### src/rtl/bola_nave_if.sv
// Coordinate bus between the ship-side logic and the projectile generator.
// The projectile drives x/y/ativa; the ship side drives fire, ship position and the OR'd enemy hit.
interface bola_nave_if;
    // No back-pressure on this bus. ativa qualifies x_bola_nave/y_bola_nave.
    // While ativa=0, y_bola_nave is parked below every enemy, so no collision can fire.
    logic       disparo;
    logic [9:0] x_nave;
    logic [9:0] y_nave;
    logic       acerto;
    logic [9:0] x_bola_nave;
    logic [9:0] y_bola_nave;
    logic       ativa;

    modport master (
        output disparo, x_nave, y_nave, acerto,
        input  x_bola_nave, y_bola_nave, ativa
    );

    modport slave (
        input  disparo, x_nave, y_nave, acerto,
        output x_bola_nave, y_bola_nave, ativa
    );
endinterface

### src/rtl/bola_nave.sv
// Player-ship projectile: launch on fire, climb on a divided tick, retire on hit or at the top, then reload.
// Optional macro DISPARO_AUTO_EN: a held fire button re-fires whenever the generator is ready.
module bola_nave #(
    parameter int DIV_TICK      = 320000,
    parameter int VELOCIDADE    = 4,
    parameter int OFFSET_X      = 16,
    parameter int Y_TOPO        = 0,
    parameter int RECARGA_TICKS = 8,
    parameter int Y_ESTACIONADA = 1023
) (
    input  logic             CLOCK_50,
    input  logic             reset,
    input  logic             pausa,
    input  logic             reiniciarJogo,
    bola_nave_if.slave       bus,
    output logic [1:0]       estado
);

    typedef enum logic [1:0] {
        PRONTA  = 2'd0,
        VOANDO  = 2'd1,
        RECARGA = 2'd2
    } estado_t;

    localparam int TW = (DIV_TICK > 1) ? $clog2(DIV_TICK) : 1;
    localparam int RW = (RECARGA_TICKS > 1) ? $clog2(RECARGA_TICKS + 1) : 1;
    localparam logic [10:0] LIMITE = 11'(Y_TOPO + VELOCIDADE);

    estado_t         state_q, state_d;
    logic [9:0]      x_q, x_d;
    logic [9:0]      y_q, y_d;
    logic            ativa_q, ativa_d;
    logic [RW-1:0]   rc_q, rc_d;
    logic [TW-1:0]   tick_cnt;
    logic            tick;
    logic            mover;
    logic            sync1, sync2;
    logic            fire;
    logic            no_topo;

    // Counter free-runs during pausa; pausa only gates what the tick is allowed to do.
    always_ff @(posedge CLOCK_50 or negedge reset) begin
        if (!reset) begin
            tick_cnt <= '0;
        end else if (reiniciarJogo) begin
            tick_cnt <= '0;
        end else if (tick_cnt == TW'(DIV_TICK - 1)) begin
            tick_cnt <= '0;
        end else begin
            tick_cnt <= tick_cnt + 1'b1;
        end
    end

    assign tick  = (tick_cnt == TW'(DIV_TICK - 1));
    assign mover = tick & ~pausa;

    always_ff @(posedge CLOCK_50 or negedge reset) begin
        if (!reset) begin
            sync1 <= 1'b0;
            sync2 <= 1'b0;
        end else if (reiniciarJogo) begin
            sync1 <= 1'b0;
            sync2 <= 1'b0;
        end else begin
            sync1 <= bus.disparo;
            sync2 <= sync1;
        end
    end

`ifdef DISPARO_AUTO_EN
    assign fire = sync2;
`else
    logic sync_prev;

    always_ff @(posedge CLOCK_50 or negedge reset) begin
        if (!reset) begin
            sync_prev <= 1'b0;
        end else if (reiniciarJogo) begin
            sync_prev <= 1'b0;
        end else begin
            sync_prev <= sync2;
        end
    end

    assign fire = sync2 & ~sync_prev;
`endif

    // Widened compare so the last step retires instead of wrapping below zero.
    assign no_topo = ({1'b0, y_q} < LIMITE);

    always_comb begin
        state_d = state_q;
        x_d     = x_q;
        y_d     = y_q;
        ativa_d = ativa_q;
        rc_d    = rc_q;
        case (state_q)
            PRONTA: begin
                if (fire) begin
                    x_d     = bus.x_nave + 10'(OFFSET_X);
                    y_d     = bus.y_nave;
                    ativa_d = 1'b1;
                    state_d = VOANDO;
                end
            end
            VOANDO: begin
                if (bus.acerto || (mover && no_topo)) begin
                    ativa_d = 1'b0;
                    y_d     = 10'(Y_ESTACIONADA);
                    rc_d    = '0;
                    state_d = RECARGA;
                end else if (mover) begin
                    y_d = y_q - 10'(VELOCIDADE);
                end
            end
            RECARGA: begin
                if (mover) begin
                    if (rc_q == RW'(RECARGA_TICKS - 1)) begin
                        rc_d    = '0;
                        state_d = PRONTA;
                    end else begin
                        rc_d = rc_q + 1'b1;
                    end
                end
            end
            default: begin
                state_d = PRONTA;
            end
        endcase
    end

    always_ff @(posedge CLOCK_50 or negedge reset) begin
        if (!reset) begin
            state_q <= PRONTA;
            x_q     <= '0;
            y_q     <= 10'(Y_ESTACIONADA);
            ativa_q <= 1'b0;
            rc_q    <= '0;
        end else if (reiniciarJogo) begin
            state_q <= PRONTA;
            x_q     <= '0;
            y_q     <= 10'(Y_ESTACIONADA);
            ativa_q <= 1'b0;
            rc_q    <= '0;
        end else begin
            state_q <= state_d;
            x_q     <= x_d;
            y_q     <= y_d;
            ativa_q <= ativa_d;
            rc_q    <= rc_d;
        end
    end

    assign bus.x_bola_nave = x_q;
    assign bus.y_bola_nave = y_q;
    assign bus.ativa       = ativa_q;
    assign estado          = state_q;

endmodule

### src/flat_wrapper.sv
// flat-port wrapper written by rule: the top's interface ports become plain ports
module bola_nave_flat 
#(
    parameter int DIV_TICK      = 320000,
    parameter int VELOCIDADE    = 4,
    parameter int OFFSET_X      = 16,
    parameter int Y_TOPO        = 0,
    parameter int RECARGA_TICKS = 8,
    parameter int Y_ESTACIONADA = 1023
)
  (CLOCK_50, reset, pausa, reiniciarJogo, estado, bus_disparo, bus_x_nave, bus_y_nave, bus_acerto, bus_x_bola_nave, bus_y_bola_nave, bus_ativa);
  bola_nave_if bus_i ();
  input  logic CLOCK_50;
  input  logic reset;
  input  logic pausa;
  input  logic reiniciarJogo;
  output logic [1:0] estado;
  input wire logic [$bits(bus_i.disparo)-1:0] bus_disparo;
  input wire logic [$bits(bus_i.x_nave)-1:0] bus_x_nave;
  input wire logic [$bits(bus_i.y_nave)-1:0] bus_y_nave;
  input wire logic [$bits(bus_i.acerto)-1:0] bus_acerto;
  output wire logic [$bits(bus_i.x_bola_nave)-1:0] bus_x_bola_nave;
  output wire logic [$bits(bus_i.y_bola_nave)-1:0] bus_y_bola_nave;
  output wire logic [$bits(bus_i.ativa)-1:0] bus_ativa;
  assign bus_i.disparo = bus_disparo;
  assign bus_i.x_nave = bus_x_nave;
  assign bus_i.y_nave = bus_y_nave;
  assign bus_i.acerto = bus_acerto;
  assign bus_x_bola_nave = bus_i.x_bola_nave;
  assign bus_y_bola_nave = bus_i.y_bola_nave;
  assign bus_ativa = bus_i.ativa;
  bola_nave #(.DIV_TICK(DIV_TICK), .VELOCIDADE(VELOCIDADE), .OFFSET_X(OFFSET_X), .Y_TOPO(Y_TOPO), .RECARGA_TICKS(RECARGA_TICKS), .Y_ESTACIONADA(Y_ESTACIONADA)) u_core (.CLOCK_50(CLOCK_50), .reset(reset), .pausa(pausa), .reiniciarJogo(reiniciarJogo), .bus(bus_i), .estado(estado));
endmodule
### config.mk
export PLATFORM = sky130hd
export DESIGN_NAME = bola_nave_flat
export DESIGN_NICKNAME = d
export VERILOG_FILES = /design/src/rtl/bola_nave_if.sv /design/src/rtl/bola_nave.sv /design/src/flat_wrapper.sv
export SDC_FILE = /design/constraint.sdc
export NUM_CORES = 1
export LEC_CHECK = 0
export CAP_MARGIN = 40
export CORE_MARGIN = 5
export CORE_UTILIZATION = 47
export CTS_CLUSTER_SIZE = 14
export DETAILED_ROUTE_END_ITERATION = 10
export PLACE_DENSITY = 0.82
export SLEW_MARGIN = 20
export SYNTH_ARGS = -nofsm -noshare
export SYNTH_HDL_FRONTEND = slang
export SYNTH_SLANG_ARGS = --single-unit
### constraint.sdc
create_clock -name CLOCK_50 -period 3.55 [get_ports CLOCK_50]
set_input_delay 0.71 -clock CLOCK_50 [delete_from_list [all_inputs] [get_ports CLOCK_50]]
set_output_delay 0.71 -clock CLOCK_50 [all_outputs]
set_load 0.05 [all_outputs]
==> results.json, run 1 <==
{
  "outcome": "finished clean",
  "tightest_slew_ns": 0.7137,
  "rows": 26,
  "initial_core_util_pct": 48.69,
  "timing.fmax_ghz": 0.3930,
  "dp_hpwl_microns": 4098,
  "die_y_microns": 83.21,
  "netlist_instances": 260,
  "area_growth_pct": 26.53,
  "drive_above_1_share_pct": 9.003,
  "rr_worst_depth": 6,
  "via_per_inst": 5.441,
  "synthArstFlopShare_pct": 100.0,
  "cts_max_path_buffers": 2,
  "dieArea_sq_mm": 0.006923,
  "cts-buffers-inserted": 5,
  "internal_power_uw": 815.7,
  "rsz0062_at_grt": "false",
  "portBuffers": 48,
  "crit_slowest_cell": "nor2b_1",
  "finalCoreUtilization_pct": 61.61,
  "crit_cells": 6,
  "drv_slew": 0,
  "ys_types": 45,
  "cts_tree": "done",
  "grt_pass1_vias": 2087,
  "cts_setup_buffers": 0,
  "hold_violations": 0,
  "drt-total-wl_microns": 5427,
  "grtUsageTotal_pct": 15.93,
  "post-place-cells": 373,
  "antenna_found_initial": 0,
  "ios": 49,
  "clk_pin_slew_worst_paths_ns": 0.09,
  "slowest_delay_ns": 0.60,
  "switching_share_pct": 28.59,
  "crit_chain": "ha_1 -> and3_1 -> nor2b_1 -> nand4_1 -> or4_1 -> o21ai_1",
  "slew-limit-headroom_pct": 52.25,
  "cts-resized-gates": 0,
  "ys_seq_area_share_pct": 49.18,
  "worstSetupStartpointType": "register",
  "finalCriticalPeriod_ns": 2.545,
  "synth.cell_area_sq_mm": 0.002519,
  "power_switching_uw": 326.6,
  "setup_viol": 0,
  "cpLargestDelayFamily": "simple AND/OR/NAND/NOR gates",
  "htree_levels": 2,
  "end_kind": "register",
  "cp.required_ns": 3.77,
  "grt.overflow.total": 0,
  "grt_pass1_wl_microns": 9315,
  "p_per_area_mw_per_mm2": 358.5,
  "nets": 340,
  "syn_area_per_cell_sq_um": 9.687,
  "first_iter_violations": 67,
  "yosys_warnings": 0,
  "grt_max_degree": 29,
  "ir_drop_uv": 241.3,
  "setup_tns_ns": 0,
  "cts_hold_buf": 0,
  "timing.final.crit_share_pct": 71.68,
  "cts_root_buffer": "clkbuf_8",
  "ys_ff_latch": 49,
  "vias": 2073,
  "clkLatencyLatePin_ns": 0.29,
  "ant_nets": 0,
  "wire_per_inst_microns": 14.24,
  "cts.sinks": 49,
  "drt-pass1-iter-count": 4,
  "finClkSkew_ns": 0.008077,
  "leakagePower_nw": 1.244,
  "cp_num_buf_inv": 0,
  "maxCapViolCount": 0,
  "crit_arrival_ns": 2.76,
  "seq_power_share_pct": 53.4,
  "crit_fanout": 9,
  "gp_congestion": 0.8689,
  "n_antenna_cell": 0,
  "comb_power_share_pct": 18.9,
  "worst_hold_path_type": "input port to async pin",
  "fin_cells": 381,
  "clkPwrFrac_pct": 27.7,
  "drc": 0,
  "coreArea_sq_mm": 0.005172,
  "synth-edff-count": 0,
  "die_x_microns": 83.21,
  "syn-num-nets": 290,
  "synth_top_flop_cell": "dfrtp_1",
  "crit_type": "register to register"
}
## worst reg2reg max path, cell delays in order (launching register included)
cell     delay (ns)
dfrtp_1        0.40
ha_1           0.23
and3_1         0.26
nor2b_1        0.60
nand4_1        0.35
or4_1          0.54
o21ai_1        0.09
## cells in the final DEF (no fill, tap or decap), drive strengths merged, types with 2 or more instances in the layout
cell / count
clkdlybuf4s50: 47
nand2: 19
buf: 5
xor2: 8
xnor2: 12
nor4: 4
nor2: 38
clkbuf: 7
a31oi: 3
nor3: 10
o21ai: 9
a21oi: 12
dfstp: 10
or4: 2
ha: 4
nor2b: 7
o32a: 2
and4: 2
a2bb2oi: 7
and3: 5
nand2b: 6
inv: 6
o211ai: 3
dfrtp: 39
or3: 4
nand4: 6
nand3: 11
nand3b: 3
mux2: 2
a211oi: 8
## power by group through the flow
stage | registers, mW | clock network, mW | logic [mW]
floorplan | 0.677 | 0 | 0.0633
finish | 0.610 | 0.317 | 0.215
global placement | 0.620 | 0 | 0.211
CTS | 0.610 | 0.321 | 0.218
detailed placement | 0.620 | 0 | 0.217
global route | 0.614 | 0.344 | 0.231
## synth_stat cells, types with 3 or more instances
cell type / count / area share (%)
xnor2_1: 12 / 4.2
a21oi_1: 11 / 2.2
xor2_1: 8 / 2.8
nor4_1: 3 / 0.75
nand2_1: 19 / 2.8
dfstp_2: 10 / 10
and3_1: 5 / 1.2
ha_1: 4 / 2.0
o21ai_1: 3 / 0.60
clkbuf_1: 7 / 1.0
o211ai_1: 3 / 0.89
or3_1: 4 / 0.99
nand3b_1: 3 / 0.89
dfrtp_1: 39 / 39
a211oi_1: 7 / 2.1
nand4_1: 6 / 1.5
inv_1: 6 / 0.89
nand3_1: 11 / 2.2
o21ai_0: 6 / 1.2
nor3_1: 10 / 2.0
a31oi_1: 3 / 0.75
nand2b_1: 6 / 1.5
nor2b_1: 7 / 1.7
nor2_1: 37 / 5.5
a2bb2oi_1: 7 / 2.4
## cell type report
| class | count | area [sq um] |
|---|---|---|
| tap | 70 | 87.58 |
| inverter | 6 | 22.52 |
| multi-input combinational | 196 | 1229 |
| timing repair buffer | 52 | 525.5 |
| clock buffer | 7 | 76.32 |
| fill | 448 | 1986 |
| clock inverter | 1 | 7.507 |
| sequential | 49 | 1239 |
## routing by layer
| metal | vias up | GRT usage [%] | share of wire, % |
|---|---|---|---|
| met5 | - | 0 | 0 |
| met4 | 0 | 4.606 | 0.50 |
| met3 | 2 | 3.861 | 5.2 |
| met2 | 67 | 27.41 | 50 |
| met1 | 979 | 19.80 | 45 |
| li1 | 1025 | - | - |
## registers in the layout (all words and copies together) (netlist names)
name and count:
u_core.sync2 1, u_core.bus.x_bola_nave 10, u_core.estado 2, u_core.sync_prev 1
u_core.sync1 1, u_core.bus.ativa 1, u_core.bus.y_bola_nave 10, u_core.tick_cnt 19
u_core.rc_q 4
## stage by stage
step | total power [mW] | cell area (sq um) | worst slack, ns | hold WS (ns)
2_1_floorplan | 0.7405 | 2519 | 1.408 | 0.4144
3_3_place_gp | 0.8306 | 3075 | 0.9851 | 0.4450
3_5_place_dp | 0.8377 | 3103 | 0.9220 | 0.4675
4_1_cts | 1.149 | 3187 | 1.046 | 0.4249
5_1_grt | 1.189 | 3187 | 0.8470 | 0.4608
6_report | 1.142 | 3187 | 1.005 | 0.4040
## final timing paths
check / start / end / slack (ns)
worst min-delay path: reset / u_core.bus.x_bola_nave[3] / 0.40
worst max register to register: u_core.tick_cnt[0] / u_core.rc_q[3] / 1.01
min in group CLOCK_50: u_core.sync1 / u_core.sync2 / 0.49
max in group asynchronous: reset / u_core.rc_q[1] / 2.62
worst min register to register: u_core.sync1 / u_core.sync2 / 0.49
worst max-delay path: u_core.tick_cnt[0] / u_core.rc_q[3] / 1.01
## kinds of logic (layout without fill, tap and decap cells)
group                    after synthesis  after routing  synth area share, %
AO/OA/AOI/OAI                         49             49                13.31
XOR/XNOR                              20             20                6.955
adder cells (fa/ha/maj)                4              4                1.987
buffers and inverters                 15             66                2.285
flip-flops                            49             49                49.18
multiplexers                           2              2               0.8941
AND/OR/NAND/NOR                      121            121                25.39
Note: power is estimated with default switching activity, not from simulation.
==> run 2, diff against run 1 <==
PLACE_DENSITY = 0.84   (was 0.82)
clock period = 2.2 ns   (was 3.55 ns; I/O delays follow)
==> results.json, run 2 (synthesized netlist as in run 1, its figures left out) <==
{
  "outcome": "finished clean",
  "final_common_cell": "clkdlybuf4s50_1",
  "drive_above_1_share_pct": 15.69,
  "drc": 0,
  "power_switching_uw": 552.5,
  "grt.overflow.total": 0,
  "comb_power_share_pct": 17.9,
  "gp_congestion": 0.8525,
  "fin_cells": 395,
  "dieArea_sq_mm": 0.006923,
  "cts_tree": "done",
  "layout_common_cells": "clkdlybuf4s50_1, dfrtp_1, nor2_1",
  "crit_arrival_ns": 2.40,
  "crit_fanout": 5,
  "finClkSkew_ns": 0.008617,
  "timing.final.crit_share_pct": 98.30,
  "max_flop_register": "u_core.tick_cnt",
  "fill_cells": 407,
  "clkPwrFrac_pct": 33.4,
  "timing.fmax_ghz": 0.4624,
  "wire_per_inst_microns": 15.47,
  "clk_pin_slew_worst_paths_ns": 0.09,
  "seq_power_share_pct": 48.8,
  "cts-buffers-inserted": 5,
  "cp.required_ns": 2.43,
  "die_y_microns": 83.21,
  "first_iter_violations": 127,
  "ant_nets": 0,
  "grt_max_degree": 30,
  "area_growth_pct": 33.38,
  "maxCapViolCount": 0,
  "slew-limit-headroom_pct": 42.77,
  "via_per_inst": 5.554,
  "initial_core_util_pct": 48.69,
  "crit_type": "register to register",
  "grtUsageTotal_pct": 17.45,
  "die_x_microns": 83.21,
  "dp_hpwl_microns": 4368,
  "rows": 26,
  "internal_power_mw": 1.468,
  "worstSetupStartpointType": "register",
  "drt-pass1-iter-count": 4,
  "nets": 354,
  "cts_root_buffer": "clkbuf_8",
  "finalCriticalPeriod_ns": 2.163,
  "hold_violations": 0,
  "p_per_area_mw_per_mm2": 601.5,
  "setup_viol": 0,
  "post-place-cells": 384,
  "leakagePower_nw": 1.337,
  "end_kind": "register",
  "vias": 2194,
  "finalCoreUtilization_pct": 64.95,
  "switching_share_pct": 27.34,
  "rrSetupSlack_ns": 0.04,
  "ir_drop_uv": 394.6,
  "tightest_slew_ns": 0.8552,
  "cts_hold_buf": 0,
  "htree_levels": 2,
  "cts.sinks": 49,
  "clkLatencyLatePin_ns": 0.31,
  "coreArea_sq_mm": 0.005172,
  "portBuffers": 48,
  "n_antenna_cell": 0,
  "grt_pass1_wl_microns": 10210,
  "ios": 49,
  "worst_hold_path_type": "input port to async pin",
  "antenna_found_initial": 0,
  "largest_register_ffs": 19,
  "grt_pass1_vias": 2205,
  "drt-total-wl_microns": 6112,
  "drv_slew": 0,
  "cts_max_path_buffers": 2,
  "rsz0062_at_grt": "true"
}
[run 2: cell types whose count changed in the layout (fill, tap and decap cells not counted), sizes merged]
cell	change
buf	+14
bufinv	+1
clkdlybuf4s50	-2
dlymetal6s2s	+2
clkbuf	-1
[run 2: final timing paths]
kind | start | end | cells after the start
setup / recovery | u_core.tick_cnt[11] | u_core.bus.y_bola_nave[5] | 7
hold / removal | reset | u_core.tick_cnt[15] | 1
setup reg to reg | u_core.tick_cnt[11] | u_core.bus.y_bola_nave[5] | 7
hold reg to reg | u_core.sync1 | u_core.sync2 | 1
max in group asynchronous | reset | u_core.bus.y_bola_nave[7] | 2
min in group CLOCK_50 | u_core.sync1 | u_core.sync2 | 1
[run 2: what timing repair did]
action                                  in CTS  in global routing
endpoints found under the setup margin       3                  9
resized for setup                            0                 11
gates cloned                                 0                  1
buffers inserted                             0                  2
endpoints found under the hold margin        0                  0
pin swaps                                    1                  3
[run 2: power by group through the flow]
stage / Sequential [mW] / Clock, mW / Combinational (mW)
finish: 0.985 / 0.674 / 0.361
floorplan: 1.09 / 0 / 0.102
global placement: 0.999 / 0 / 0.354
detailed placement: 1.00 / 0 / 0.358
CTS: 0.984 / 0.685 / 0.359
global route: 0.992 / 0.726 / 0.387
[run 2: critical path, stage by stage, from the launching register on]
cell and delay (ns):
dfrtp_1 0.43, or4_4 0.57, nor4_4 0.21, buf_4 0.18, a31oi_4 0.10, buf_6 0.17
a211oi_1 0.24, a2bb2oi_1 0.18
[run 2: stage by stage]
step | worst slack, ns | TNS, ns | area [sq um] | power (mW) | hold WS (ns)
2_1_floorplan | 0.05812 | 0 | 2519 | 1.195 | 0.1444
3_3_place_gp | 0.06244 | 0 | 3166 | 1.353 | 0.3726
3_5_place_dp | -0.001136 | -0.001136 | 3166 | 1.358 | 0.3771
4_1_cts | 0.03874 | 0 | 3286 | 2.027 | 0.04230
5_1_grt | -0.05330 | -0.1565 | 3359 | 2.106 | 0.05476
6_report | 0.03737 | 0 | 3359 | 2.021 | 0.03077
[run 2: layout make-up]
cell class | instances | area, sq um | share of cell area [%]
clock inverters | 2 | 37.54 | 1.117
clock buffers | 6 | 82.58 | 2.458
repair buffers | 66 | 616.8 | 18.36
multi-input cells | 196 | 1274 | 37.91
inverters | 6 | 22.52 | 0.6704
well taps | 70 | 87.58 | 2.607
flip-flops and latches | 49 | 1239 | 36.87
[run 2: metal layers]
layer  vias up  global-route usage [%]  share of wire, %  routed length, microns
met5         -                       0                 0                       0
met4         0                   5.498              0.93                      57
met3         6                   3.564               5.7                     350
met2        68                   29.08                51                    3100
met1      1064                   22.72                43                    2603
li1       1056                       -                 -                       -
==> run 3, diff against run 2 <==
CELL_PAD_IN_SITES_DETAIL_PLACEMENT = 1   (was not set)
CELL_PAD_IN_SITES_GLOBAL_PLACEMENT = 2   (was not set)
CORE_UTILIZATION = 34   (was 47)
PLACE_DENSITY = 0.92   (was 0.84)
clock period = 2.8 ns   (was 2.2 ns; I/O delays follow)
==> results.json, run 3 (synthesized netlist as in run 1, its figures left out) <==
{
  "nets": 341,
  "rsz0062_at_grt": "false",
  "rr_worst_depth": 6,
  "grt.overflow.total": 0,
  "layout_common_cells": "clkdlybuf4s50_1, dfrtp_1, nor2_1",
  "drc": 0,
  "timing.final.crit_share_pct": 85.76,
  "final_common_cell": "clkdlybuf4s50_1",
  "crit_fanout": 9,
  "dp_hpwl_microns": 4586,
  "finClkSkew_ns": 0.01011,
  "ant_nets": 0,
  "rrSetupSlack_ns": 0.40,
  "crit_type": "register to register",
  "clkLatencyLatePin_ns": 0.31,
  "multi_input_area_sq_mm": 0.001229,
  "finalCriticalPeriod_ns": 2.401,
  "p_per_area_mw_per_mm2": 481.8,
  "leakagePower_nw": 1.261,
  "cts-resized-gates": 0,
  "cts_max_path_buffers": 2,
  "timing.fmax_ghz": 0.4164,
  "rows": 31,
  "grt_pass1_vias": 2285,
  "end_kind": "register",
  "setup_tns_ns": 0,
  "largest_register_ffs": 19,
  "regArea_sq_mm": 0.001239,
  "cts_hold_buf": 0,
  "cts.sinks": 49,
  "crit_arrival_ns": 2.64,
  "gp_congestion": 0.7742,
  "dieArea_sq_mm": 0.009229,
  "htree_levels": 2,
  "ir_drop_uv": 165.3,
  "initial_core_util_pct": 34.91,
  "clk_pin_slew_worst_paths_ns": 0.10,
  "fin_area_sq_mm": 0.003239,
  "cp.required_ns": 3.04,
  "timing.rr.start": "u_core.tick_cnt[0]",
  "via_per_inst": 5.148,
  "drt-pass1-iter-count": 4,
  "r2r-end": "u_core.rc_q[3]",
  "wire_per_inst_microns": 15.36,
  "grtUsageTotal_pct": 14.52,
  "cts_setup_buffers": 0,
  "grt_pass1_wl_microns": 10640,
  "portBuffers": 48,
  "worstSetupStartpointType": "register",
  "antenna_found_initial": 0,
  "grt_max_degree": 50,
  "tightest_slew_ns": 0.6621,
  "coreArea_sq_mm": 0.007214,
  "drv_slew": 0,
  "drt-total-wl_microns": 6312,
  "fill_cells": 845,
  "n_antenna_cell": 0,
  "max_flop_register": "u_core.tick_cnt",
  "slew-limit-headroom_pct": 55.69,
  "hold_violations": 0,
  "first_iter_violations": 93,
  "drive_above_1_share_pct": 9.936,
  "cts_tree": "done",
  "ios": 49,
  "worst_hold_path_type": "input port to async pin",
  "setup_viol": 0,
  "fin_ws_ns": 0.3987,
  "area_growth_pct": 28.61,
  "cts-buffers-inserted": 5,
  "placed_cell_area_sq_mm": 0.003127,
  "die_y_microns": 96.07,
  "total_power_mw": 1.561,
  "outcome": "finished clean",
  "die_x_microns": 96.07,
  "place_ws_ns": 0.3659,
  "maxCapViolCount": 0,
  "vias": 2116,
  "finalCoreUtilization_pct": 44.90,
  "cts_root_buffer": "clkbuf_8"
}
==> run 3: how the worst max path moves through the flow <==
stage                       startpoint                        end  slack [ns]  cells past startpoint
floorplan             u_core.estado[1]  u_core.bus.y_bola_nave[2]        0.66                      4
global placement                 pausa  u_core.bus.y_bola_nave[3]        0.43                      6
detailed placement               pausa  u_core.bus.y_bola_nave[2]        0.37                      6
CTS                 u_core.tick_cnt[0]             u_core.rc_q[3]        0.38                      6
global route        u_core.tick_cnt[0]             u_core.rc_q[3]        0.13                      6
finish              u_core.tick_cnt[0]             u_core.rc_q[3]        0.40                      6
==> run 3: layout make-up <==
type | count | area share [%]
clock inverters | 3 | 1.352
inverters | 6 | 0.6952
clock buffers | 5 | 2.124
well taps | 99 | 3.824
flip-flops and latches | 49 | 38.24
multi-input cells | 196 | 37.93
repair buffers | 53 | 15.84
==> run 3: critical path, stage by stage (launching register included) <==
cell,delay [ns]
dfrtp_1,0.39
ha_1,0.21
and3_1,0.25
nor2b_1,0.54
nand4_1,0.32
or4_1,0.54
o21ai_1,0.09
==> run 3: power by group <==
part	internal, mW	leakage [nW]	switching, mW
clock	0.268	0.0585	0.247
sequential	0.745	0.643	0.0281
combinational	0.110	0.559	0.163
total	1.12	1.26	0.438
==> run 3: routing by layer <==
metal  GRT usage, %  up-vias  part of all wire, %
met3          3.049        6                  3.6
met2          24.55       33                   51
met5              0        -                    0
li1               -     1029                    -
met1          18.80     1048                   45
met4          3.791        0                 0.90
==> run 3: through the flow <==
stage,instances,hold slack (ns)
floorplan,260,0.2644
global placement,403,0.4578
detailed placement,403,0.4505
CTS,411,0.3586
global route,411,0.3935
finish,411,0.3457
